`src/rtl/sub_seq_slice_pkg.sv`:
```
// ============================================================================
// Module : sub_seq_slice_pkg
// Brief  : Shared types and constants for the sliced sequential subtractor.
// Rev    : 1.0  initial release
// ============================================================================
`default_nettype none

package sub_seq_slice_pkg;

    typedef enum logic [1:0] {
        IDLE = 2'd0,
        RUN  = 2'd1,
        DONE = 2'd2
    } state_t;

    localparam int c_def_width = 32;
    localparam int c_def_slice = 8;

    // A return value of 0 marks an illegal WIDTH/SLICE pairing.
    function automatic int calc_nslice(input int width, input int slice);
        if (slice > 0 && width >= slice && (width % slice) == 0)
            return width / slice;
        else
            return 0;
    endfunction

endpackage

`default_nettype wire

```
`src/rtl/sub_seq_slice_sub_8_bit.sv`:
```
// ============================================================================
// Module : sub_8_bit
// Brief  : Combinational SLICE-bit borrow-lookahead subtractor slice.
// Rev    : 1.0  initial release
// ============================================================================
`default_nettype none

module sub_8_bit #(
    parameter int SLICE = 8
) (
    input  logic [SLICE-1:0] a,
    input  logic [SLICE-1:0] b,
    input  logic             bin,
    output logic [SLICE-1:0] d,
    output logic             bout,
    output logic             g_out,
    output logic             p_out
);

    logic [SLICE-1:0] w_gen;
    logic [SLICE-1:0] w_prop;
    logic [SLICE:0]   w_borrow;
    logic             w_grp_g;
    logic             w_grp_p;

    // Bit i generates a borrow when a=0,b=1 and passes one through when a==b.
    assign w_gen  = ~a & b;
    assign w_prop = ~(a ^ b);

    // Each borrow is formed from the prefix group terms and bin directly,
    // so no bit waits on the borrow of the bit below it.
    always_comb begin
        logic v_g;
        logic v_p;
        v_g         = 1'b0;
        v_p         = 1'b1;
        w_borrow    = '0;
        w_borrow[0] = bin;
        for (int i = 0; i < SLICE; i++) begin
            v_g           = w_gen[i] | (w_prop[i] & v_g);
            v_p           = w_prop[i] & v_p;
            w_borrow[i+1] = v_g | (v_p & bin);
        end
        w_grp_g = v_g;
        w_grp_p = v_p;
    end

    assign d     = a ^ b ^ w_borrow[SLICE-1:0];
    assign g_out = w_grp_g;
    assign p_out = w_grp_p;
    assign bout  = w_grp_g | (w_grp_p & bin);

endmodule

`default_nettype wire

```
`src/rtl/sub_seq_slice.sv`:
```
// ============================================================================
// Module : sub_seq_slice
// Brief  : Multi-cycle WIDTH-bit subtractor d = a - b - b_in, one SLICE per
//          clock LSB first. Define SUB_SEQ_OVERLAP_EN to accept a new op in
//          the result-handshake cycle.
// Rev    : 1.0  initial release
// ============================================================================
`default_nettype none

module sub_seq_slice
    import sub_seq_slice_pkg::*;
#(
    parameter int WIDTH = c_def_width,
    parameter int SLICE = c_def_slice
) (
    input  logic             clk,
    input  logic             rst_n,
    input  logic             in_valid,
    output logic             in_ready,
    input  logic [WIDTH-1:0] a,
    input  logic [WIDTH-1:0] b,
    input  logic             b_in,
    output logic             out_valid,
    input  logic             out_ready,
    output logic [WIDTH-1:0] d,
    output logic             b_out,
    output logic             ovf,
    output logic             zero
);

    localparam int NSLICE = calc_nslice(WIDTH, SLICE);
    localparam int IDXW   = (NSLICE > 1) ? $clog2(NSLICE) : 1;

    localparam logic [IDXW-1:0]  c_last_idx   = IDXW'(NSLICE - 1);
    localparam logic [WIDTH-1:0] c_slice_mask = WIDTH'({SLICE{1'b1}});

    if (NSLICE < 1) begin : g_cfg_bad
        $error("sub_seq_slice: WIDTH must be a non-zero multiple of SLICE");
    end

    state_t            r_state;
    logic [WIDTH-1:0]  r_a;
    logic [WIDTH-1:0]  r_b;
    logic              r_borrow;
    logic [IDXW-1:0]   r_idx;
    logic [WIDTH-1:0]  r_d;
    logic              r_b_out;
    logic              r_ovf;
    logic              r_zero;
    logic              r_out_valid;
    logic              r_in_ready;

    logic              w_accept;
    logic              w_handshake;
    logic [31:0]       w_base;
    logic [SLICE-1:0]  w_a_sl;
    logic [SLICE-1:0]  w_b_sl;
    logic [SLICE-1:0]  w_d_sl;
    logic              w_bout;
    logic              w_g;
    logic              w_p;
    logic [WIDTH-1:0]  w_d_next;
    logic              w_ovf_next;

`ifdef SUB_SEQ_OVERLAP_EN
    assign in_ready = r_in_ready | ((r_state == DONE) & out_ready);
`else
    assign in_ready = r_in_ready;
`endif

    assign w_accept    = in_valid & in_ready;
    assign w_handshake = r_out_valid & out_ready;

    assign w_base = 32'(r_idx) * 32'(SLICE);
    assign w_a_sl = r_a[w_base +: SLICE];
    assign w_b_sl = r_b[w_base +: SLICE];

    sub_8_bit #(
        .SLICE (SLICE)
    ) u_slice (
        .a     (w_a_sl),
        .b     (w_b_sl),
        .bin   (r_borrow),
        .d     (w_d_sl),
        .bout  (w_bout),
        .g_out (w_g),
        .p_out (w_p)
    );

    // Full result with the current slice merged in, so the flags registered
    // on the last RUN cycle see the MSB slice being written.
    assign w_d_next   = (r_d & ~(c_slice_mask << w_base)) | (WIDTH'(w_d_sl) << w_base);
    assign w_ovf_next = (r_a[WIDTH-1] != r_b[WIDTH-1]) && (w_d_next[WIDTH-1] != r_a[WIDTH-1]);

    always_ff @(posedge clk or negedge rst_n) begin
        if (!rst_n) begin
            r_state     <= IDLE;
            r_a         <= '0;
            r_b         <= '0;
            r_borrow    <= 1'b0;
            r_idx       <= '0;
            r_d         <= '0;
            r_b_out     <= 1'b0;
            r_ovf       <= 1'b0;
            r_zero      <= 1'b0;
            r_out_valid <= 1'b0;
            r_in_ready  <= 1'b1;
        end else begin
            case (r_state)
                IDLE: begin
                    if (w_accept) begin
                        r_a        <= a;
                        r_b        <= b;
                        r_borrow   <= b_in;
                        r_idx      <= '0;
                        r_in_ready <= 1'b0;
                        r_state    <= RUN;
                    end
                end
                RUN: begin
                    r_d      <= w_d_next;
                    r_borrow <= w_bout;
                    if (r_idx == c_last_idx) begin
                        r_b_out     <= w_g | (w_p & r_borrow);
                        r_ovf       <= w_ovf_next;
                        r_zero      <= (w_d_next == '0);
                        r_out_valid <= 1'b1;
                        r_state     <= DONE;
                    end else begin
                        r_idx <= r_idx + 1'b1;
                    end
                end
                DONE: begin
                    if (w_handshake) begin
                        r_out_valid <= 1'b0;
`ifdef SUB_SEQ_OVERLAP_EN
                        if (w_accept) begin
                            r_a      <= a;
                            r_b      <= b;
                            r_borrow <= b_in;
                            r_idx    <= '0;
                            r_state  <= RUN;
                        end else begin
                            r_in_ready <= 1'b1;
                            r_state    <= IDLE;
                        end
`else
                        r_in_ready <= 1'b1;
                        r_state    <= IDLE;
`endif
                    end
                end
                default: begin
                    r_out_valid <= 1'b0;
                    r_in_ready  <= 1'b1;
                    r_state     <= IDLE;
                end
            endcase
        end
    end

    assign out_valid = r_out_valid;
    assign d         = r_d;
    assign b_out     = r_b_out;
    assign ovf       = r_ovf;
    assign zero      = r_zero;

endmodule

`default_nettype wire

```
`config.mk`:
```
export PLATFORM = sky130hd
export DESIGN_NAME = sub_seq_slice
export DESIGN_NICKNAME = d
export VERILOG_FILES = /design/src/rtl/sub_seq_slice_pkg.sv /design/src/rtl/sub_seq_slice_sub_8_bit.sv /design/src/rtl/sub_seq_slice.sv
export SDC_FILE = /design/constraint.sdc
export NUM_CORES = 1
export LEC_CHECK = 0
export BUFFER_PORTS_ARGS = -buffer_cell sky130_fd_sc_hd__buf_2
export CAP_MARGIN = 20
export CORE_ASPECT_RATIO = 0.7
export CORE_MARGIN = 5
export CORE_UTILIZATION = 30
export DETAILED_ROUTE_END_ITERATION = 10
export GPL_ROUTABILITY_DRIVEN = 0
export GPL_TIMING_DRIVEN = 0
export PLACE_DENSITY_LB_ADDON = 0.3
export SYNTH_ARGS = -nofsm -noshare
export SYNTH_HDL_FRONTEND = slang
export SYNTH_HIERARCHICAL = 1
export SYNTH_SLANG_ARGS = --single-unit
```
`constraint.sdc`:
```
create_clock -name clk -period 3.5 [get_ports clk]
set_clock_uncertainty 0.2 [all_clocks]
set_input_delay 0.175 -clock clk [delete_from_list [all_inputs] [get_ports clk]]
set_output_delay 0.175 -clock clk [all_outputs]
set_load 0.005 [all_outputs]
```
# Word-level counts from Yosys, hierarchy flattened
# Cells that the tools add are included.
# W data, S select, Z words.
# word_totals
ff_bits	106
output_inout_bits	37
word_cells	100
# op_classes
addsub	1
n_eq_ne	9
shifts	4
n_mux	15
bitwise	49
n_reduce_logical	11
# op_table
operator	count
$shiftx A32 B6 Y8	2
$and A32 B32 Y32	1
$logic_not A32 Y1	1
$not A32 Y32	1
$or A32 B32 Y32	1
$shl A8 B5 Y32	1
$shl A8 B5 Y32 const A	1
$and A1 B1 Y1	24
$not A8 Y8	2
$xor A8 B8 Y8	2
$or A1 B1 Y1	15
$reduce_and A3 Y1	4
$mux W2	5
$and A8 B8 Y8	1
$ne A2 B2 Y1 const B	4
$pmux W1 S3	2
$pmux W2 S3	1
$reduce_and A2 Y1	3
$mux W1	5
$eq A2 B2 Y1 const B	2
$pmux W2 S2	1
$add A2 B1 Y2 const B	1
$eq A2 B1 Y1 const B	1
$logic_not A2 Y1	1
5 further kinds	7

# Depth between registers and ports, before layout
# depth
word_depth	21
ltp_mapped	14

# Modules after synthesis
# The synthesis kept the hierarchy.
# by_module_without_submodules
module	n_inst	cells_each	area_each_um2
sub_seq_slice	1	318	4615.7
sub_8_bit	1	56	407.9

# Worst setup path before layout
# Ideal clock, no wire load.
# synth_timing
path_type	flip-flop to flip-flop
startpoint	reg r_idx[0]
endpoint	reg r_ovf (netlist: ovf)
setup_ns	0.136
t_arrival_ns	3.113
t_required_ns	3.164
setup_slack_ns	0.051
stages_incl_launch_ff	14
n_path_buf	2
period_less_slack_ns	3.449
path_cell_list	dfrtp_1 > buf_2 > buf_2 > mux4_2 > ha_1 > a21oi_2 > o211ai_4 > a21oi_1 > xor2_1 > nand3_1 > o21ai_0 > nor2_1 > a22oi_1 > o21ai_0
# synth_via
elab_cells_between_ends	36
# synth_rtl
element	line	source
start, declared	sub_seq_slice.sv:45	logic [IDXW-1:0] r_idx;
start signal, assigned	sub_seq_slice.sv:130	r_idx <= r_idx + 1'b1;
$shiftx A32 B6 Y8 *	sub_seq_slice.sv:76	assign w_b_sl = r_b[w_base +: SLICE];
via w_b_sl[3]	sub_seq_slice.sv:57	logic [SLICE-1:0] w_b_sl;
$xor A8 B8 Y8	sub_seq_slice_sub_8_bit.sv:28	assign w_prop = ~(a ^ b);
$not A8 Y8	sub_seq_slice_sub_8_bit.sv:28	
$and A1 B1 Y1	sub_seq_slice_sub_8_bit.sv:40	v_g = w_gen[i] | (w_prop[i] & v_g);
$or A1 B1 Y1	sub_seq_slice_sub_8_bit.sv:40	
$and A1 B1 Y1	sub_seq_slice_sub_8_bit.sv:40	
$or A1 B1 Y1	sub_seq_slice_sub_8_bit.sv:40	
[3 not listed]	--	
$or A1 B1 Y1	sub_seq_slice_sub_8_bit.sv:40	
$or A1 B1 Y1 *	sub_seq_slice_sub_8_bit.sv:42	w_borrow[i+1] = v_g | (v_p & bin);
$xor A8 B8 Y8 *	sub_seq_slice_sub_8_bit.sv:48	assign d = a ^ b ^ w_borrow[SLICE-1:0];
via w_d_sl[7]	sub_seq_slice.sv:58	logic [SLICE-1:0] w_d_sl;
$shl A8 B5 Y32 *	sub_seq_slice.sv:92	assign w_d_next = (r_d & ~(c_slice_mask << w_base)) | (WIDTH'(w_d_sl) << w_base);
$or A32 B32 Y32 *	sub_seq_slice.sv:92	
$ne A1 B1 Y1 *	sub_seq_slice.sv:93	assign w_ovf_next = (r_a[WIDTH-1] != r_b[WIDTH-1]) && (w_d_next[WIDTH-1] != r_a[WIDTH-1]);
$logic_and A1 B1 Y1 *	sub_seq_slice.sv:93	
end signal, assigned	sub_seq_slice.sv:125	r_ovf <= w_ovf_next;
end, declared	sub_seq_slice.sv:48	logic r_ovf;
# The timed path passes the listed nets; every way through them passes the cells marked *.
# A chain may end at the register's enable or synchronous reset.

# Worst setup path after layout
# layout_timing
startpoint	reg r_idx[0]
endpoint	reg r_zero (netlist: zero)
# layout_via
elab_cells_between_ends	47
# layout_rtl
element	line	source
$shiftx A32 B6 Y8 *	sub_seq_slice.sv:76	
via w_b_sl[1]	sub_seq_slice.sv:57	
$xor A8 B8 Y8	sub_seq_slice_sub_8_bit.sv:28	
$not A8 Y8	sub_seq_slice_sub_8_bit.sv:28	
$and A1 B1 Y1 (on tied branches)	sub_seq_slice_sub_8_bit.sv:40, sub_seq_slice_sub_8_bit.sv:41	
$or A1 B1 Y1 / $and A1 B1 Y1 (equally long branches)	sub_seq_slice_sub_8_bit.sv:40, sub_seq_slice_sub_8_bit.sv:42	
$or A1 B1 Y1 *	sub_seq_slice_sub_8_bit.sv:42	
$xor A8 B8 Y8 *	sub_seq_slice_sub_8_bit.sv:48	
via w_d_sl[2]	sub_seq_slice.sv:58	
$shl A8 B5 Y32 *	sub_seq_slice.sv:92	
$or A32 B32 Y32 *	sub_seq_slice.sv:92	
$logic_not A32 Y1 *	sub_seq_slice.sv:126	r_zero <= (w_d_next == '0);
end signal, assigned	sub_seq_slice.sv:126	
end, declared	sub_seq_slice.sv:49	logic r_zero;
# Marked as above.

==> key figures <==
GRT
  – Met1 GRT Util: 22.1%
  – Total GRT Usage: 15.1%
  – Vias in the first global route: 4184
  – Most used routing layer: met2
  – GRT met3 Usage: 3.38%
  – Pin count of the biggest net entering global routing: 59
  – First-pass GRT wire length: 23.0 mm
  – Initial antenna violation count: 0
  – Total grt overflow: 0
  – GRT met2 Usage: 23.3%

Yosys
  – Simple-gate share of the synthesized area: 6.38%
  – Yosys warning total: 6
  – Top_reg_cell synth: dfrtp_1
  – Complex-gate fraction of the synthesized area: 11.5%
  – Post-synth EDFFs: 0
  – Register area share after synthesis: 52.8%
  – Mapped Avg Cell Area: 13.4 µm²
  – Mapped Area: 0.00502 mm²
  – Yosys top cell area share: 52.3%
  – Post-synthesis adder-cell area fraction: 3.39%
  – Synth top area cells: dfrtp_1 (52%), mux2_2 (14%), mux4_2 (7.2%), a22o_1 (5.1%), ha_1 (3.0%)
  – Synth cell types: 48
  – Largest family of logic cells by synthesized area: multiplexers
  – Mux contribution to synthesized area: 21.7%
  – Post-Syn Nets: 456
  – Post-synthesis xor/xnor area fraction: 1.05%
  – Synth top cells by count: dfrtp_1 (105), mux2_2 (64), a22o_1 (29)
  – Async set-reset flop share out of synthesis: 100%
  – Gate Count Post-Synth: 374
  – Most frequent cell after synthesis: dfrtp_1
  – Top cell type by total area after synthesis: dfrtp_1
  – #FFs+latches synth: 106

Finish
  – End-of-flow core utilization: 44.2%
  – Fin nets: 658
  – Cell area after layout: 0.00725 mm²
  – Proportion of layout cells with a drive suffix above 1: 46.6%
  – Fillers: 1540
  – Area Overhead vs Synth: 44.4%
  – Antenna Cells: 0

Route
  – DRC: 0
  – Post-DR vias/cell: 4.83
  – First DRT Iteration DRCs: 202
  – Initial DRT Pass Iterations: 4
  – Final ANT Viol Nets: 0
  – WL final: 14.6 mm
  – Avg WL per Cell: 18.1 µm
  – Vias: 3892

Place
  – Post-place instance area: 0.00586 mm²
  – IO Port Bufs: 105
  – Dpl hpwl: 9.97 mm

STA
  – Final setup violation count: 1
  – Hold_ws: 0.244 ns
  – Fin. max-slew vios: 0
  – Max_slew headroom: 48.9%
  – Fmax: 0.278 GHz
  – Final worst setup slack: -0.0920 ns
  – Hold Vio Cnt, Final: 0
  – Final min period: 3.59 ns
  – Tcrit/Tclk final: 103%
  – RSZ-0062 raised after global routing: yes
  – Worst Tran Pin Value: 0.767 ns

Setup path
  – Crit path DAT: 3.63 ns
  – Reg2Reg Depth: 12
  – Endpoint class of the critical path: flop
  – CP peak stage delay: 0.54 ns
  – Crit path from: r_idx[0]
  – Crit-path cells: buf_6 -> buf_12 -> mux4_2 -> ha_4 -> buf_4 -> inv_1 -> o21bai_1 -> xnor2_2 -> or3_1 -> o41ai_1 -> nand4_1 -> o31ai_1
  – RR Startpoint: r_idx[0]
  – CP Capture Point: zero
  – Worst Path Max Fanout: 10
  – Buffers and inverters on the worst path: 4
  – Cell count along the critical path: 12
  – Worst path slowest cell: mux4_2
  – Crit start category: flop
  – R2R Path End: zero
  – Req. time, crit path: 3.54 ns
  – Crit Path Class: flop to flop
  – Worst R2R Setup Slack: -0.09 ns
  – CP top delay family: compound AO/OA/AOI/OAI gates

Clock network
  – Clk pin slew, worst setup/hold paths: 0.07 ns
  – CTS tree: done
  – Maximum clock path buffer count: 2
  – Root buffer cell: clkbuf_16
  – Clk_lat worst skew: 0.35 ns
  – Clock Sinks: 106
  – Total CTS buffers: 9
  – H-tree Lvls: 3

Job
  – Max cap viols: 0

Floorplan
  – Initial Util: 30.6%
  – Number of I/O pins: 106
  – Die X: 165 µm
  – CORE AREA: 0.0164 mm²
  – Die area: 0.0195 mm²
  – Site row count: 39
  – Die H: 118 µm

Run status
  – Failing checks: negative setup slack
  – Outcome: finished, violations left

Min path
  – Hold Path Class: primary input to async pin
## cells by family (layout without fill, tap and decap cells)
| logic type | Yosys count | count (layout) |
|---|---|---|
| simple gates | 58 | 58 |
| compound gates | 75 | 75 |
| mux | 81 | 81 |
| xor+xnor | 6 | 6 |
| fa+ha+maj | 13 | 13 |
| flops | 106 | 106 |
| buf+inv | 35 | 241 |
## through the flow
stage | worst slack, ns | TNS (ns) | std cells
after floorplan | 0.0507 | 0 | 374
final | -0.0920 | -0.0920 | 805
after global routing | -0.262 | -0.302 | 805
after CTS | 0.00771 | 0 | 798
after detailed placement | -0.775 | -7.43 | 705
after global placement | -0.776 | -7.08 | 704
## what timing repair did
| action | CTS | global route |
|---|---|---|
| endpoints found under the hold margin | 124 | 0 |
| setup buffers | 9 | 7 |
| pin swaps | 9 | 14 |
| hold buffers | 68 | 0 |
| cloned | 1 | 0 |
| gates resized for setup | 32 | 20 |
| endpoints found under the setup margin | 26 | 2 |
## sequential cells by signal (all words and copies together), names as in the netlist
signal / count
d: 32
r_a: 32
r_b: 32
r_idx: 2
r_state: 2
b_out: 1
in_ready: 1
out_valid: 1
ovf: 1
r_borrow: 1
zero: 1
## how the worst min path moves through the flow
stage	startpoint	endpoint	slack (ns)	cells after the start
floorplan	rst_n	b_out	-0.32	0
global placement	b[27]	r_b[27]	0.21	2
detailed placement	rst_n	ovf	0.10	1
CTS	rst_n	d[27]	0.28	2
global route	rst_n	ovf	0.32	2
finish	rst_n	d[27]	0.24	2
## worst register-to-register path: cells and delay by family (launching register included)
| family | cells | cell delay, ns |
|---|---|---|
| AO/OA/AOI/OAI | 3 | 0.93 |
| XOR/XNOR | 1 | 0.17 |
| adder cells (fa/ha/maj) | 1 | 0.30 |
| buffers and inverters | 4 | 0.48 |
| flip-flops | 1 | 0.38 |
| multiplexers | 1 | 0.55 |
| AND/OR/NAND/NOR | 2 | 0.49 |
## metal layers
layer	vias up	share of wire, %	wire (µm)
li1	1796	-	-
met3	13	6.3	916
met5	-	0	0
met2	131	45	6590
met1	1952	48	6950
met4	0	0.97	142
## cell type report
class	instances	area, µm²	share of cell area, %
Clock buffer	9	225	3.11
Timing Repair Buffer	191	1390	19.1
Buffer	15	130	1.79
Clock inverter	6	72.6	1.00
Multi-Input combinational cell	233	2420	33.4
Tap cell	225	282	3.88
Sequential cell	106	2660	36.6
Inverter	20	78.8	1.09
## layout by cell type (no fill, tap or decap), types with 2 or more instances in the layout
cell type	synthesis	final
o41ai_1	2	2
a21oi_4	0	3
buf_6	1	5
mux4_2	16	16
buf_2	11	110
buf_16	0	2
or4_1	3	3
ha_4	0	5
xor2_2	0	2
dfrtp_1	105	104
nand2_1	17	17
mux2_2	64	64
a21oi_1	14	9
a22o_1	29	29
dlygate4sd3_1	0	68
inv_2	1	2
inv_6	0	3
nor2_1	12	11
a21oi_2	2	4
buf_12	0	2
nor3_2	5	6
o21bai_1	4	3
inv_1	19	17
nand3_1	5	5
clkbuf_16	0	9
nor2b_1	3	3
ha_1	12	6
clkinvlp_4	0	2
clkbuf_1	2	2
nand2b_1	2	2
buf_4	1	17
o21ai_0	13	12
xnor2_2	0	2
Power is not shown: default switching activity piles up to over one toggle a cycle in this logic, so the estimate is an artifact.
